## config.mk

```make
export PLATFORM = sky130hd
export DESIGN_NAME = dffram_stream
export DESIGN_NICKNAME = d
export VERILOG_FILES = /design/src/rtl/dffram_pkg.sv /design/src/rtl/dffram_array.sv /design/src/rtl/dffram_stream.sv
export SDC_FILE = /design/constraint.sdc
export NUM_CORES = 1
export LEC_CHECK = 0
export BUFFER_PORTS_ARGS = -buffer_cell sky130_fd_sc_hd__buf_2
export CAP_MARGIN = 20
export CORE_ASPECT_RATIO = 1.5
export CORE_MARGIN = 2
export CORE_UTILIZATION = 40
export CTS_CLUSTER_DIAMETER = 100
export DETAILED_ROUTE_END_ITERATION = 8
export PLACE_DENSITY_LB_ADDON = 0.1
export SLEW_MARGIN = 20
export SYNTH_ARGS = -nofsm -noshare
export SYNTH_HDL_FRONTEND = slang
export SYNTH_SLANG_ARGS = --single-unit
```

## constraint.sdc

```tcl
create_clock -name clk_i -period 6.4 [get_ports clk_i]
set_clock_uncertainty 0.1 [all_clocks]
set_input_delay 0.64 -clock clk_i [delete_from_list [all_inputs] [get_ports clk_i]]
set_output_delay 0.64 -clock clk_i [all_outputs]
set_load 0.02 [all_outputs]
```

## src/rtl/dffram_pkg.sv

```systemverilog
`default_nettype none
// ============================================================================
// Module      : dffram_pkg
// Description : Shared types and helpers for the streaming flip-flop RAM.
// Revision    : 1.0 - initial release
// ============================================================================
package dffram_pkg;

  // Controller states: normal access or initialisation sweep
  typedef enum logic [0:0] {
    ST_IDLE  = 1'b0,
    ST_CLEAR = 1'b1
  } state_e;

  // Pointer increment that wraps at DEPTH-1 rather than at 2^ADDR_W-1
  function automatic int unsigned next_ptr(input int unsigned ptr, input int unsigned depth);
    return (ptr == depth - 32'd1) ? 32'd0 : ptr + 32'd1;
  endfunction

endpackage
`default_nettype wire

```

## src/rtl/dffram_array.sv

```systemverilog
`default_nettype none
// ============================================================================
// Module      : dffram_array
// Description : Flip-flop storage array with one synchronous write port and
//               a combinational read mux. Addresses at or beyond DEPTH drop
//               writes and read back as zero. Storage is not reset.
// Revision    : 1.0 - initial release
// ============================================================================
module dffram_array #(
  parameter int unsigned DATA_W = 8,
  parameter int unsigned DEPTH  = 128,
  parameter int unsigned ADDR_W = $clog2(DEPTH)
) (
  input  logic              clk_i,
  input  logic              we_i,
  input  logic [ADDR_W-1:0] addr_i,
  input  logic [DATA_W-1:0] wdata_i,
  output logic [DATA_W-1:0] rdata_o
);

  localparam logic [ADDR_W:0] c_depth_ext = (ADDR_W + 1)'(DEPTH);

  logic [DATA_W-1:0] mem_q [DEPTH];
  logic              in_range;

  assign in_range = ({1'b0, addr_i} < c_depth_ext);

  // Storage write; out-of-range addresses never touch the array
  always_ff @(posedge clk_i) begin
    if (we_i && in_range) begin
      mem_q[addr_i] <= wdata_i;
    end
  end

  assign rdata_o = in_range ? mem_q[addr_i] : '0;

endmodule
`default_nettype wire

```

## src/rtl/dffram_stream.sv

```systemverilog
`default_nettype none
// ============================================================================
// Module      : dffram_stream
// Description : Parametrised single-port flip-flop RAM with registered read,
//               valid strobe, direct/streaming addressing with a wrapping
//               auto-increment pointer, and a clear-sweep controller.
// Revision    : 1.0 - initial release
// ============================================================================
module dffram_stream
  import dffram_pkg::*;
#(
  parameter int unsigned       DATA_W         = 8,
  parameter int unsigned       DEPTH          = 128,
  parameter int unsigned       ADDR_W         = $clog2(DEPTH),
  parameter bit                CLEAR_ON_RESET = 1'b1,
  parameter logic [DATA_W-1:0] CLEAR_VAL      = '0
) (
  input  logic              clk_i,
  input  logic              rst_ni,
  input  logic              ena_i,
  input  logic [ADDR_W-1:0] addr_i,
  input  logic              we_i,
  input  logic              re_i,
  input  logic              mode_i,
  input  logic              load_ptr_i,
  input  logic              clear_req_i,
  input  logic [DATA_W-1:0] wdata_i,
  output logic [DATA_W-1:0] rdata_o,
  output logic              rvalid_o,
  output logic [DATA_W-1:0] data_oe_o,
  output logic              busy_o
);

  localparam logic [ADDR_W:0]   c_depth_ext = (ADDR_W + 1)'(DEPTH);
  localparam logic [ADDR_W-1:0] c_last      = ADDR_W'(DEPTH - 1);
  localparam state_e            c_rst_state = CLEAR_ON_RESET ? ST_CLEAR : ST_IDLE;

  state_e            state_q, state_d;
  logic [ADDR_W-1:0] sweep_q, sweep_d;
  logic [ADDR_W-1:0] ptr_q, ptr_d;
  logic [DATA_W-1:0] rdata_q, rdata_d;
  logic              rvalid_q, rvalid_d;

  logic              w_busy;
  logic              w_addr_ok;
  logic [ADDR_W-1:0] w_eff;
  logic              w_op;
  logic              w_wr;
  logic              w_rd;

  logic              arr_we;
  logic [ADDR_W-1:0] arr_addr;
  logic [DATA_W-1:0] arr_wdata;
  logic [DATA_W-1:0] arr_rdata;

  assign w_busy    = (state_q == ST_CLEAR);
  assign w_addr_ok = ({1'b0, addr_i} < c_depth_ext);
  // A pointer load redirects the access to addr even in stream mode
  assign w_eff     = (load_ptr_i || !mode_i) ? addr_i : ptr_q;
  assign w_op      = ena_i & ~w_busy & (we_i | re_i);
  assign w_wr      = w_op & we_i;
  assign w_rd      = w_op & ~we_i;

  dffram_array #(
    .DATA_W (DATA_W),
    .DEPTH  (DEPTH),
    .ADDR_W (ADDR_W)
  ) u_array (
    .clk_i   (clk_i),
    .we_i    (arr_we),
    .addr_i  (arr_addr),
    .wdata_i (arr_wdata),
    .rdata_o (arr_rdata)
  );

  // Next-state logic: sweep sequencing, access decode and pointer update
  always_comb begin
    state_d   = state_q;
    sweep_d   = sweep_q;
    ptr_d     = ptr_q;
    rdata_d   = rdata_q;
    rvalid_d  = 1'b0;
    arr_we    = 1'b0;
    arr_addr  = w_eff;
    arr_wdata = wdata_i;

    case (state_q)
      ST_CLEAR: begin
        // Sweep owns the array port; user ops are ignored entirely
        arr_addr  = sweep_q;
        arr_wdata = CLEAR_VAL;
        if (ena_i) begin
          arr_we = 1'b1;
          if (sweep_q == c_last) begin
            state_d = ST_IDLE;
            sweep_d = '0;
          end else begin
            sweep_d = sweep_q + 1'b1;
          end
        end
      end

      ST_IDLE: begin
        if (ena_i && clear_req_i) begin
          state_d = ST_CLEAR;
        end
        arr_we = w_wr;
        if (w_rd) begin
          rdata_d  = arr_rdata;
          rvalid_d = 1'b1;
        end
        if (ena_i) begin
          if (load_ptr_i) begin
            if (!w_addr_ok) begin
              ptr_d = '0;
            end else if (w_op) begin
              ptr_d = ADDR_W'(next_ptr(32'(addr_i), DEPTH));
            end else begin
              ptr_d = addr_i;
            end
          end else if (mode_i && w_op) begin
            ptr_d = ADDR_W'(next_ptr(32'(ptr_q), DEPTH));
          end
        end
      end

      default: begin
        state_d = ST_IDLE;
      end
    endcase
  end

  // State and output registers; reset restarts any sweep from word 0
  always_ff @(posedge clk_i or negedge rst_ni) begin
    if (!rst_ni) begin
      state_q  <= c_rst_state;
      sweep_q  <= '0;
      ptr_q    <= '0;
      rdata_q  <= '0;
      rvalid_q <= 1'b0;
    end else begin
      state_q  <= state_d;
      sweep_q  <= sweep_d;
      ptr_q    <= ptr_d;
      rdata_q  <= rdata_d;
      rvalid_q <= rvalid_d;
    end
  end

  assign rdata_o   = rdata_q;
  assign rvalid_o  = rvalid_q;
  assign data_oe_o = {DATA_W{rvalid_q}};
  assign busy_o    = w_busy;

endmodule
`default_nettype wire
```

==> flow_summary.json <==
{
  "tightestPinTransition_ns": 1.175,
  "vias": 26510,
  "status": "completed",
  "async_flop_share": 0.02290,
  "r2r_cells": 11,
  "routed_wl_um": 146700,
  "clk_latency_ns": 0.71,
  "hold_depth": 2,
  "critPathKind": "reg -> reg",
  "h-tree-depth": 3,
  "path_buf_inv": 3,
  "area_growth_pct": 13.16,
  "clk_path_buf_depth": 3,
  "path_max_fanout": 27,
  "netlist_area_sq_um": 41960,
  "numCtsBuffers": 96,
  "finalMaxSlewViolations": 0,
  "gr-usage-all-layers": 0.2715,
  "clock-sinks": 1048,
  "grt_pass1_vias": 26360,
  "min_period_ns": 4.909,
  "initial_core_util": 0.4029,
  "place_hpwl_um": 92200,
  "drive_above_1_share": 0.1319,
  "leakage_uw": 0.01577,
  "synth_cell_type_count": 81,
  "hp-start": "ena_i",
  "critical_path.top_delay_family": "compound AO/OA/AOI/OAI gates",
  "synthCells": 2810,
  "timing.rr.start": "busy_o",
  "antenna_found_initial": 3,
  "netlist.area_leader.share": 0.7329,
  "slowest_stage": "a211oi_1",
  "grt_pass1_wl_um": 205200,
  "dieArea_sq_um": 107500,
  "critPathMaxStageDelay_ns": 0.86,
  "cap_violations": 0,
  "synth_seq_cells": 1048,
  "drc": 0,
  "drt_first_pass_iters": 6,
  "clk_pin_slew_ns": 0.07,
  "yosysMostFrequentCell": "edfxtp_1",
  "yosysSeqAreaShare": 0.7473,
  "antenna_left": 0,
  "powerDensity_nw_per_um2": 402.7,
  "finalCritPeriodShare": 0.7670,
  "ir_drop_uv": 306.3,
  "wl_per_cell_um": 33.52,
  "rsz0062_at_grt": "no",
  "fmax_mhz": 203.7,
  "ys_warn_count": 0,
  "root_buffer": "clkbuf_16",
  "hp-class": "in -> reg",
  "worst-path-stages": 11,
  "tns_ns": 0,
  "synthTopCellsByCount": "edfxtp_1, nand2_1, nor2_1",
  "num-nets-final": 2931,
  "grt-ovfl-total": 0,
  "drtIter0Drc": 2987,
  "finalHoldViolations": 0,
  "critPathLaunch": "busy_o",
  "finalSetupViolations": 0,
  "ys.flop_type": "edfxtp_1",
  "timing.slew.headroom": 0.2135,
  "portBuffers": 40,
  "critPathCaptureType": "flip-flop",
  "die_h_um": 400.7,
  "arrival_ns": 5.44,
  "cp-start-kind": "flip-flop",
  "ys_top_cells_by_area": "edfxtp_1, mux2i_1, nand2_1",
  "fillers": 9286,
  "avgSynthCellArea_sq_um": 14.93,
  "routabilityCongestion": 0.8586,
  "floorplan.rows": 145,
  "post_cts_resized": 0,
  "die_x_um": 268.4,
  "routed_via_density": 6.057,
  "path_common_cell": "buf_4",
  "core_area_sq_um": 104100,
  "synthesis.nets": 2836,
  "crit_chain": "buf_4, nand2b_1, o211a_4, buf_4, nor2_2, buf_4, a221oi_1, o22ai_1, o22ai_1, a211oi_1, o32a_1",
  "synth_edf_count": 1024,
  "io_pins": 41,
  "required_ns": 6.93,
  "synth_top_area_cell": "edfxtp_1",
  "cts_tree": "done",
  "power_uw": 19120,
  "grt_max_degree": 129
}
## power breakdown
part           switching, uW  internal [uW]
Sequential              90.4           7550
Clock                   2580           3330
Combinational           4060           1510
## worst paths after layout
check	endpoint	slack (ns)
setup reg to reg	rdata_o[4]	1.49
setup / recovery	rdata_o[4]	1.49
max in group asynchronous	rdata_o[6]	5.20
hold reg to reg	sweep_q[4]	0.42
min in group asynchronous	sweep_q[4]	0.46
hold / removal	busy_o	0.13
## kinds of logic (layout without fill, tap and decap cells)
group / Yosys count / in the layout / synth area share
other: 0 / 1 / 0
multiplexers: 195 / 195 / 0.05118
AO/OA/AOI/OAI: 547 / 547 / 0.08911
XOR/XNOR: 7 / 7 / 0.001461
AND/OR/NAND/NOR: 829 / 829 / 0.08804
flip-flops: 1048 / 1048 / 0.7473
buffers and inverters: 181 / 351 / 0.02207
adder cells (fa/ha/maj): 3 / 3 / 0.0008948
## stage by stage
stage	setup WS [ns]	cells	util	hold WS [ns]	area (sq um)
global placement	1.152	4197	0.4249	0.3952	44250
CTS	1.495	4375	0.4558	0.07781	47460
floorplan	1.368	2810	-	0.2444	41960
detailed placement	1.337	4201	0.4255	0.4032	44320
finish	1.491	4377	0.4559	0.1252	47480
global route	1.414	4376	0.4559	0.1013	47470
## flip-flops by register name (all words and copies together) (netlist names)
register,flops
u_array.mem_q,1024
ptr_q,7
rvalid_o,1
sweep_q,7
rdata_o,8
busy_o,1
## worst reg2reg max path: stages (launching register included)
cell      delay [ns]
dfstp_2         0.65
buf_4           0.43
nand2b_1        0.27
o211a_4         0.41
buf_4           0.35
nor2_2          0.36
buf_4           0.44
a221oi_1        0.19
o22ai_1         0.33
o22ai_1         0.16
a211oi_1        0.86
o32a_1          0.27
## cells in the final DEF, fill, tap and decap left out, drive strengths merged, types with 14 or more instances in the layout
| master | count |
|---|---|
| nand4 | 48 |
| a2111oi | 14 |
| and3 | 17 |
| o22ai | 45 |
| nand3 | 75 |
| a211oi | 26 |
| o211ai | 15 |
| clkinv | 34 |
| nand2 | 409 |
| buf | 172 |
| nor2b | 14 |
| a31oi | 36 |
| a22oi | 57 |
| nor4 | 22 |
| o21ai | 69 |
| dfrtp | 23 |
| a21oi | 140 |
| nor3 | 45 |
| mux2i | 162 |
| nor2 | 172 |
| mux2 | 20 |
| a221oi | 47 |
| edfxtp | 1024 |
| clkbuf | 124 |
## layout make-up
class                      count  area (sq um)  share of cell area
antenna                        1         2.502          0.00005271
clock buffer                 124          2590             0.05455
clock inverter                49         546.8             0.01152
inverter                       4         15.01           0.0003162
multi-input combinational   1581          9866              0.2078
sequential                  1048         31350              0.6603
tap                         1396          1747             0.03679
timing repair buffer         174          1359             0.02862
## per-layer routing
layer	track usage	vias up	share of wire
met5	0	-	0
met4	0.1267	0	0.051
met3	0.04016	295	0.068
met2	0.4633	1264	0.50
met1	0.3382	13820	0.38
li1	-	11130	-
## timing repair
| item | CTS | global route |
|---|---|---|
| setup endpoints to repair | 0 | 0 |
| setup buffers | 0 | 0 |
| hold buffers | 1 | 0 |
| endpoints found under the hold margin | 23 | 0 |
(Power assumes the default switching activity.)
